<file path="src/rtl/fpga_cfg_loader.sv">
// Bitstream loader: takes bytes over valid/ready and shifts them MSB-first onto the
// fabric configuration chain, generating one divided prog_clk pulse per bit.
`timescale 1ns/1ps
module fpga_cfg_loader #(
  parameter int CHAIN_LEN = 200,
  parameter int DIV       = 2,
  parameter int CNT_W     = 16
) (
  input  logic             clk,
  input  logic             rst_n,
  input  logic             start,
  input  logic [7:0]       byte_in,
  input  logic             byte_valid,
  output logic             byte_ready,
  output logic             prog_clk,
  output logic             ccff_head,
  output logic             cfg_busy,
  output logic             cfg_done,
  output logic [CNT_W-1:0] bits_sent
);

  localparam int               DIV_W    = (DIV > 1) ? $clog2(DIV) : 1;
  localparam logic [DIV_W-1:0] DIV_LAST = DIV_W'(DIV - 1);
  localparam logic [CNT_W-1:0] LAST_BIT = CNT_W'(CHAIN_LEN);

  typedef enum logic [2:0] {
    IDLE,
    WAIT_BYTE,
    SHIFT_LO,
    SHIFT_HI,
    DONE
  } state_t;

  state_t           state;
  logic [6:0]       shreg;
  logic [2:0]       bit_idx;
  logic [DIV_W-1:0] div_cnt;
  logic             phase_end;
  logic             chain_full;
  logic             next_bit;

  // Bit counter never wraps: it stops at the chain length.
  function automatic logic [CNT_W-1:0] sat_inc(input logic [CNT_W-1:0] v);
    return (v >= LAST_BIT) ? v : v + CNT_W'(1);
  endfunction

  assign byte_ready = (state == WAIT_BYTE);
  assign phase_end  = (div_cnt == DIV_LAST);
  assign chain_full = (bits_sent == LAST_BIT);
  assign next_bit   = (state == SHIFT_HI) && phase_end && !chain_full && (bit_idx != 3'd7);

  // Only the seven not-yet-shifted bits are kept; bit 7 goes straight to ccff_head.
  always_ff @(posedge clk) begin
    if (byte_ready && byte_valid) begin
      shreg <= byte_in[6:0];
    end else if (next_bit) begin
      shreg <= {shreg[5:0], 1'b0};
    end
  end

  always_ff @(posedge clk or negedge rst_n) begin
    if (!rst_n) begin
      state     <= IDLE;
      prog_clk  <= 1'b0;
      ccff_head <= 1'b0;
      cfg_busy  <= 1'b0;
      cfg_done  <= 1'b0;
      bits_sent <= '0;
      bit_idx   <= '0;
      div_cnt   <= '0;
    end else begin
      case (state)
        IDLE, DONE: begin
          if (start) begin
            state     <= WAIT_BYTE;
            bits_sent <= '0;
            cfg_busy  <= 1'b1;
            cfg_done  <= 1'b0;
          end
        end
        WAIT_BYTE: begin
          if (byte_valid) begin
            ccff_head <= byte_in[7];
            bit_idx   <= '0;
            div_cnt   <= '0;
            state     <= SHIFT_LO;
          end
        end
        SHIFT_LO: begin
          if (phase_end) begin
            prog_clk  <= 1'b1;
            bits_sent <= sat_inc(bits_sent);
            div_cnt   <= '0;
            state     <= SHIFT_HI;
          end else begin
            div_cnt <= div_cnt + DIV_W'(1);
          end
        end
        SHIFT_HI: begin
          if (phase_end) begin
            // Data only moves on the falling edge, giving a full low phase of setup.
            prog_clk <= 1'b0;
            div_cnt  <= '0;
            if (chain_full) begin
              state     <= DONE;
              ccff_head <= 1'b0;
              cfg_busy  <= 1'b0;
              cfg_done  <= 1'b1;
            end else if (bit_idx == 3'd7) begin
              state <= WAIT_BYTE;
            end else begin
              ccff_head <= shreg[6];
              bit_idx   <= bit_idx + 3'd1;
              state     <= SHIFT_LO;
            end
          end else begin
            div_cnt <= div_cnt + DIV_W'(1);
          end
        end
        default: state <= IDLE;
      endcase
    end
  end

endmodule
</file>
<file path="config.mk">
export PLATFORM = sky130hd
export DESIGN_NAME = fpga_cfg_loader
export DESIGN_NICKNAME = d
export VERILOG_FILES = /design/src/rtl/fpga_cfg_loader.sv
export SDC_FILE = /design/constraint.sdc
export NUM_CORES = 1
export LEC_CHECK = 0
export ABC_AREA = 1
export BUFFER_PORTS_ARGS = -buffer_cell sky130_fd_sc_hd__buf_2
export CORE_MARGIN = 3
export CORE_UTILIZATION = 55
export DETAILED_ROUTE_END_ITERATION = 8
export GPL_TIMING_DRIVEN = 0
export PLACE_DENSITY = 0.79
export SYNTH_ARGS = -nofsm -noshare
export SYNTH_HDL_FRONTEND = slang
export SYNTH_SLANG_ARGS = --single-unit
export TNS_END_PERCENT = 1
</file>
<file path="constraint.sdc">
create_clock -name clk -period 4.73 [get_ports clk]
set_clock_uncertainty 0.1 [all_clocks]
set_input_delay 0.473 -clock clk [delete_from_list [all_inputs] [get_ports clk]]
set_output_delay 0.473 -clock clk [all_outputs]
set_load 0.005 [all_outputs]
</file>
; ---- After elaboration in Yosys (flattened, before gate mapping)
; Cells that the tools add are included.
[totals]
reg_bits = 34
latchBits = 0
ramBits = 0
mem_bits_ro = 0
out_inout_bits = 21
word_cells = 87
n_memories = 0
[op_classes]
n_addsub = 3
multipliers = 0
n_div = 0
magnitude_cmp = 1
n_eq_ne = 16
shifts = 0
muxes = 37
bitwise = 0
reduce_logical = 21
[ops]
columns = operator, count
row1 = 2-to-1 mux 16 bit, 3
row2 = one-hot mux 16 bit (2 select lines), 1
row3 = 2-to-1 mux 3 bit, 9
row4 = "adder 16 x 1 -> 16 bit, second input constant", 1
row5 = "== test 16 x 8 -> 1 bit, second input constant", 1
row6 = ">= comparator 16 x 8 -> 1 bit, second input constant", 1
row7 = "inequality test 2 bit, second input constant", 8
row8 = AND reduction 4 bit, 4
row9 = 2-to-1 mux 1 bit, 14
row10 = 2-to-1 mux 7 bit, 2
row11 = one-hot mux 3 bit (4 select lines), 1
row12 = nonzero test 2 bit, 6
row13 = one-hot mux 1 bit (2 select lines), 5
row14 = "== test 3 x 2 -> 1 bit, second input constant", 2
row15 = "== test 3 bit, second input constant", 2
row16 = "inequality test 3 bit, second input constant", 2
row17 = one-hot mux 3 bit (2 select lines), 1
row18 = AND reduction 5 bit, 1
row19 = logical AND 1 bit, 4
row20 = OR reduction 2 bit, 2
row21 = "adder 3 x 1 -> 3 bit, second input constant", 1
row22 = "== test 3 x 1 -> 1 bit, second input constant", 1
row23 = logical NOT 3 bit, 1
row24 = AND reduction 3 bit, 1
row25 = 4 further kinds, 4

; ---- Logic depth before layout (Yosys ltp)
; Gate-level depths: netlist of run 1.
[depth]
depth_word = 6
mapped_depth = 9
mapped_depth_nobuf = 9

; ---- Worst setup path before layout of run 1
; Ideal clock, no wire load.
[synth_timing]
path_type = register -> register
start = reg bit_idx[0]
end = reg shreg[0], enable pin
t_arrival_ps = 1255
path_slack_ps = 3056
stages_incl_launch_ff = 8
period_less_slack_ps = 1674
cell_sequence = dfrtp_1 ha_1 ha_1 inv_1 nor2_2 nor2_4 nand2_1 inv_1
[synth_between]
elab_chain_cells = 3
[synth_rtl]
columns = item, line
row1 = "start, declared", 36  ; logic [2:0] bit_idx;
row2 = "start signal, assigned", 113  ; bit_idx <= bit_idx + 3'd1;
row3 = inequality test 3 bit, 50  ; assign next_bit = (state == SHIFT_HI) && phase_end && !chain_full && (bit_idx != 3'd7);
row4 = logical AND 1 bit, 50
row5 = nonzero test 2 bit (no line), n/a
row6 = "end signal, assigned", 55  ; shreg <= byte_in[6:0];
row7 = "end signal, assigned", 57  ; shreg <= {shreg[5:0], 1'b0};
row8 = "end, declared", 35  ; logic [6:0] shreg;
; No other way between the ends.
; A chain may end at the register's enable or synchronous reset.

; ---- Final worst setup path of run 1
[layout_timing]
start = reg state[2]
end = reg shreg[4], enable pin
[layout_between]
elab_chain_cells = 5
word_cells_on_any_way = 7
classes_between = eq/ne (2) / reduce/logical (5)
[layout_rtl]
columns = item, line
row1 = "start, declared", 34  ; state_t state;
row2 = "start signal, assigned", 63  ; state <= IDLE;
row3 = "start signal, assigned", 75  ; state <= WAIT_BYTE;
row4 = "start signal, assigned", 86  ; state <= SHIFT_LO;
row5 = == test 3 x 2 -> 1 bit, 50
row6 = logical AND 1 bit (3 in series), 50
row7 = nonzero test 2 bit (no line) (*), n/a
; Mark *: on every way between the ends. The rest lies on a longest branch, timed or not.

==> summary.md, run 1 <==
| Metric | Value |
|---|---|
| Die Span Y | `63.20 µm` |
| Crit path launch | `state[2]$_DFFE_PN0P_` |
| WS Path Type | `reg -> reg` |
| R2r setup slk | `2.84 ns` |
| Final GP Congestion | `0.8435` |
| FF-to-FF Start | `state[2]$_DFFE_PN0P_` |
| Mapped cell area | `1799 µm²` |
| Most frequent cells after synthesis | `85 x nand2_1, 27 x dfrtp_1, 21 x inv_1` |
| Slew Limit Fails | `0` |
| Synth Register Bits | `34` |
| DRC viols | `0` |
| Synth async-reset ratio | `0.7941` |
| Area of the core | `3078 µm²` |
| CP Capture Type | `register` |
| Final TNS setup | `0 ns` |
| Largest net degree at the start of global routing | `28` |
| Post-DP HPWL | `2.489 mm` |
| Routed via count | `1523` |
| Std-Cell Rows | `20` |
| Vias in the first global route | `1393` |
| Finished Layout Cells | `310` |
| Final Core Density | `0.6711` |
| Top Ports | `33` |
| Number of instances in the placed design | `302` |
| First-pass GRT wire length | `6.279 mm` |
| Clock slew at reported path FFs | `0.10 ns` |
| Crit path DAT | `1.84 ns` |
| Total gr overflow | `0` |
| Clk sinks | `34` |
| RSZ-0062 raised after global routing | `false` |
| Hold buffers post-CTS | `0` |
| Hold Path Class | `in -> async` |
| Cell variety after synth | `25` |
| CTS tree | `done` |
| Fin area | `2066 µm²` |
| Worst-Margin Slew | `0.5861 ns` |
| Top fanout value on the critical path | `10` |
| Post-Syn Nets | `242` |
| Port Buffers | `32` |
| Register area share after synthesis | `0.4924` |
| Crit path required time | `4.67 ns` |
| Synth top area share | `0.3755` |
| Relative slew slack | `0.6093` |
| Resized Gates After CTS | `0` |
| Worst VDD drop | `0.2739 mV` |
| H-tree depth | `2` |
| Total track usage | `0.2016` |
| FMAX | `0.5286 GHz` |
| Final antenna-violating net count | `0` |
| Slowest stage delay, CP | `0.44 ns` |
| Final Hold Viols | `0` |
| Synth-to-Final Area Change | `14.81%` |
| Initial core utilization | `0.5846` |
| Number of CTS-inserted buffers | `5` |
| Syn avg cell area | `7.961 µm²` |
| Final Setup Violations | `0` |
| P_leak | `1.125 nW` |
| Routed len/inst | `11.23 µm` |
| Setup bufs post-CTS | `0` |
| Synth top area cells | `dfrtp_1 38%, nand2_1 18%, edfxtp_1 12%` |
| Synthesized instance count | `226` |
| First-pass DRT Iterations | `4` |
| Synth area leader | `dfrtp_1` |
| Root Driver | `clkbuf_4` |
| Die X | `63.20 µm` |
| Status | `finished clean` |
| Initial antenna violation count | `0` |
| Final Power | `1.021 mW` |
| Max-Cap Viols | `0` |
| Top FF cell, synth | `dfrtp_1` |
| Top-count cell post-synth | `nand2_1` |
| Fin crit period | `1.892 ns` |
| Vias per inst | `4.913` |
| Critical Path Slowest Stage Cell | `dfrtp_1` |
| Final WL | `3.482 mm` |
| Cells along the critical path | `inv_1 > nand3_2 > nor2_4 > nor2_2 > nor2_4 > nand2_1 > inv_1` |
| Clock buffer depth | `2` |
| Placed Area | `2014 µm²` |
| P per Cell Area | `494.5 nW/µm²` |
| NumNets Final | `281` |
| Die footprint | `3994 µm²` |
| Starting DRT DRC Count | `88` |
| CP Buf/Inv Count | `2` |
| CP delay by family, top | `simple AND/OR/NAND/NOR gates` |
| Share of layout cells above drive strength 1 | `0.2293` |
| Ant diodes | `0` |
| Warnings, synthesis | `0` |
| Startpoint type of the worst setup path | `register` |
| Worst-Skew Late Latency | `0.35 ns` |
| Crit share post-route | `0.4000` |
| Post-synth EDFFs | `7` |
==> cell type report <==
cell class                 count  area [µm²]
timing repair buffer          32       160.2
fill                         292        1012
inverter                      26       97.59
clock inverter                 2       10.01
tap                           44       55.05
sequential                    34       885.9
buffer                         3       23.77
clock buffer                   6       41.29
multi-input combinational    163       792.0
==> worst reg2reg max path, stage by stage, from the launching register on <==
cell,delay [ns]
dfrtp_1,0.44
inv_1,0.08
nand3_2,0.13
nor2_4,0.26
nor2_2,0.10
nor2_4,0.10
nand2_1,0.12
inv_1,0.25
==> logic make-up (layout without fill, tap and decap cells) <==
kind of cell | after synthesis | in the layout | share of synthesized area
DFF | 34 | 34 | 0.4924
AOI/OAI and AO/OA | 19 | 19 | 0.06537
buffers and inverters | 29 | 69 | 0.06746
adders and majority gates | 4 | 4 | 0.02782
and+or+nand+nor | 139 | 139 | 0.3421
xor gates and xnor gates | 1 | 1 | 0.004869
==> per-stage QoR <==
stage / hold slack, ns / setup slack [ns]
after detailed placement: 0.3551 / 2.861
after CTS: 0.02280 / 2.840
after global routing: 0.03569 / 2.647
final: 0.01008 / 2.838
after global placement: 0.3539 / 2.882
after floorplan: 0.07741 / 3.056
==> state kept, by name, summed over array words and instances, names as in the netlist <==
| signal | cells |
|---|---|
| state | 3 |
| bit_idx | 3 |
| bits_sent | 16 |
| cfg_done | 1 |
| shreg | 7 |
| ccff_head | 1 |
| cfg_busy | 1 |
| div_cnt | 1 |
| prog_clk | 1 |
==> cell usage in the layout, fill, tap and decap left out, types with 2 or more instances in the layout <==
cell and instances:
nand2_1 85, buf_2 33, dfrtp_1 27, inv_1 21, nand3_1 19, nor2_1 17
edfxtp_1 7, o21ai_0 6, a21boi_0 6, inv_2 5, nand2_2 5, clkbuf_4 5
nor2_2 4, a21oi_1 4, ha_1 4, nor2_4 3, nand3b_1 2, a21boi_1 2
clkinv_2 2
==> path summary, 6_finish.rpt <==
check                                        end  cells after the start
min reg2reg                 cfg_done$_DFFE_PN0P_                      2
max in group asynchronous   prog_clk$_DFFE_PN0P_                      1
min                        ccff_head$_DFFE_PN0P_                      1
max                           shreg[4]$_DFFE_PP_                      7
max reg2reg                   shreg[4]$_DFFE_PP_                      7
min in group clk              shreg[1]$_DFFE_PP_                      3
==> per-layer routing <==
metal  part of all wire  track usage  vias to the layer above
li1                   -            -                      790
met1               0.48       0.2706                      690
met2               0.44       0.3070                       36
met3              0.047      0.06417                        7
met4              0.025      0.07278                        0
met5                  0            0                        -
==> report_power, final <==
part / total [mW] / internal (mW) / switching (mW)
clock network: 0.159 / 0.0565 / 0.102
logic: 0.448 / 0.146 / 0.302
registers: 0.415 / 0.377 / 0.0382
Note: power is estimated with default switching activity, not from simulation.
==> run 2: changes to the inputs <==
==> constraint.sdc (replaced) <==
create_clock -name clk -period 1.9 [get_ports clk]
set_clock_uncertainty 0.1 [all_clocks]
set_input_delay 0.19 -clock clk [delete_from_list [all_inputs] [get_ports clk]]
set_output_delay 0.19 -clock clk [all_outputs]
set_load 0.005 [all_outputs]
==> run 2 against run 1 <==
Count of clock-buffer cells in the layout unchanged. Power increased to 2.5 times the previous value. Maximum frequency grew 9.9%. Utilization rose by 2.4 points. Sequential cell count stayed put. Global-route usage rose by 0.23 points. Wire length up 2.7%. Critical endpoint is now shreg[5]$_DFFE_PP_. Highest routed layer unchanged.
==> summary.md, run 2 (synthesis results as in run 1) <==
| Metric | Value |
|---|---|
| Status | `finished clean` |
| Startpoint type of the worst setup path | `register` |
| Port Buffers | `32 (unchanged)` |
| Final TNS setup | `0 ns (unchanged)` |
| Worst-Margin Slew | `0.5920 ns (+0.005953 ns)` |
| Top Ports | `33 (unchanged)` |
| Vias in the first global route | `1422 (+2.1%)` |
| CP Capture Type | `register` |
| Pre-CTS setup slack | `0.03053 ns (-2.830 ns)` |
| Max-Cap Viols | `0 (unchanged)` |
| Crit share post-route | `0.9064 (+0.5065)` |
| Routed via count | `1546 (+1.5%)` |
| Top Registers | `bits_sent x16, shreg x7` |
| Final Hold Viols | `0 (unchanged)` |
| Hold Path Class | `in -> reg` |
| Number of CTS-inserted buffers | `5 (unchanged)` |
| Final antenna-violating net count | `0 (unchanged)` |
| Fillers | `277 (-5.1%)` |
| NumNets Final | `288 (+2.5%)` |
| Initial core utilization | `0.5846 (unchanged)` |
| Total track usage | `0.2039 (+0.002287)` |
| Final GP Congestion | `0.8435 (unchanged)` |
| Total gr overflow | `0 (unchanged)` |
| Synth-to-Final Area Change | `18.85%` |
| RSZ-0062 raised after global routing | `false` |
| Crit path required time | `1.87 ns (-2.80 ns)` |
| Starting DRT DRC Count | `70 (-20%)` |
| Worst setup margin | `0.1778 ns (-2.660 ns)` |
| Clock slew at reported path FFs | `0.11 ns (about the same)` |
| Max reg flops | `16 (unchanged)` |
| Die Span Y | `63.20 µm (unchanged)` |
| Final Setup Violations | `0 (unchanged)` |
| Critical Path Slowest Stage Cell | `dfrtp_1` |
| Root Driver | `clkbuf_4` |
| Post-DP HPWL | `2.489 mm (unchanged)` |
| WS Path Type | `reg -> reg` |
| Cells along the critical path | `nor2_4 > nand2_2 > nor2_2 > nor2_2 > nor2_4 > nand2_2 > inv_4` |
| Die footprint | `3994 µm² (unchanged)` |
| Final Core Density | `0.6947 (+0.02358)` |
| Clk sinks | `34 (unchanged)` |
| Die X | `63.20 µm (unchanged)` |
| Routed len/inst | `11.28 µm (+0.43%)` |
| Biggest register | `bits_sent` |
| Ant diodes | `0 (unchanged)` |
| H-tree depth | `2 (unchanged)` |
| Worst VDD drop | `0.7031 mV (+160%)` |
| Area of the core | `3078 µm² (unchanged)` |
| Worst-Skew Late Latency | `0.35 ns (about the same)` |
| Commonest cells after routing, fill and taps aside | `84 x nand2_1, 33 x buf_2, 27 x dfrtp_1, 20 x inv_1, 19 x nand3_1` |
| Std-Cell Rows | `20 (unchanged)` |
| P_leak | `1.153 nW (+2.5%)` |
| First-pass DRT Iterations | `4 (unchanged)` |
| Top fanout value on the critical path | `7 (-3)` |
| Share of layout cells above drive strength 1 | `0.2344 (+0.005109)` |
| Initial antenna violation count | `0 (unchanged)` |
| P per Cell Area | `1203 nW/µm² (+140%)` |
| Clock buffer depth | `2 (unchanged)` |
| DRC viols | `0 (unchanged)` |
| Relative slew slack | `0.6053 (-0.003969)` |
| First-pass GRT wire length | `6.354 mm (+1.2%)` |
| Vias per inst | `4.877 (-0.73%)` |
| Slowest stage delay, CP | `0.44 ns (about the same)` |
| Largest net degree at the start of global routing | `28 (unchanged)` |
| Fin crit period | `1.722 ns (-0.1697 ns)` |
| Slew Limit Fails | `0 (unchanged)` |
| Commonest non-fill, non-tap cell in the layout | `nand2_1` |
| CTS tree | `done` |
| FMAX | `0.5806 GHz (+9.9%)` |
| Crit path DAT | `1.69 ns (-0.15 ns)` |
| Final WL | `3.576 mm (+2.7%)` |
run 2: power by group:
group	total [mW]	switching (mW)	internal (mW)
sequential	1.03	0.0946	0.938
clock	0.392	0.251	0.141
combinational	1.15	0.764	0.383
total	2.57	1.11	1.46
run 2: layout make-up:
cell class	instances	area (µm²)	area share
clock buffer	6	41.29	0.01931
timing repair buffer	39	227.7	0.1065
tap	44	55.05	0.02575
clock inverter	2	10.01	0.004681
buffer	3	23.77	0.01112
sequential	34	885.9	0.4143
multi-input combinational	163	794.5	0.3716
inverter	26	100.1	0.04681
run 2: metal layers:
layer	wire, µm	part of all wire	GRT usage
met4	54	0.015	0.07278
met2	1611	0.45	0.3149
met5	0	0	0
met1	1721	0.48	0.2706
met3	188	0.053	0.06417
run 2: through the flow:
stage,std cells,hold WS (ns),power (mW),cell area (µm²)
after floorplan,226,-0.2056,1.871,1799
after global placement,302,0.1323,2.145,2014
after detailed placement,302,0.1316,2.162,2014
after CTS,316,0.01628,2.569,2126
after global routing,317,0.03444,2.820,2138
final,317,0.03004,2.573,2138
run 2: critical path: cells and delay by family, from the launching register on:
kind | cells | cell delay [ns]
buffers and inverters | 1 | 0.12
flip-flops | 1 | 0.44
AND/OR/NAND/NOR | 6 | 0.78
run 2: final timing paths:
kind                                              end  cells after the start  slack [ns]            startpoint
worst max-delay path               shreg[5]$_DFFE_PP_                      7        0.18  state[2]$_DFFE_PN0P_
worst min-delay path               shreg[3]$_DFFE_PP_                      3        0.03            byte_in[3]
worst max register to register     shreg[5]$_DFFE_PP_                      7        0.18  state[2]$_DFFE_PN0P_
worst min register to register   cfg_done$_DFFE_PN0P_                      2        0.37  cfg_done$_DFFE_PN0P_
max in group asynchronous        prog_clk$_DFFE_PN0P_                      2        1.03                 rst_n
min in group asynchronous       ccff_head$_DFFE_PN0P_                      2        0.27                 rst_n
run 2: what timing repair did:
item / 4_1_cts / 5_1_grt
buffers inserted: 0 / 1
resized for setup: 0 / 3
hold buffers: 6 / 0
setup endpoints to repair: 0 / 7
endpoints found under the hold margin: 32 / 0
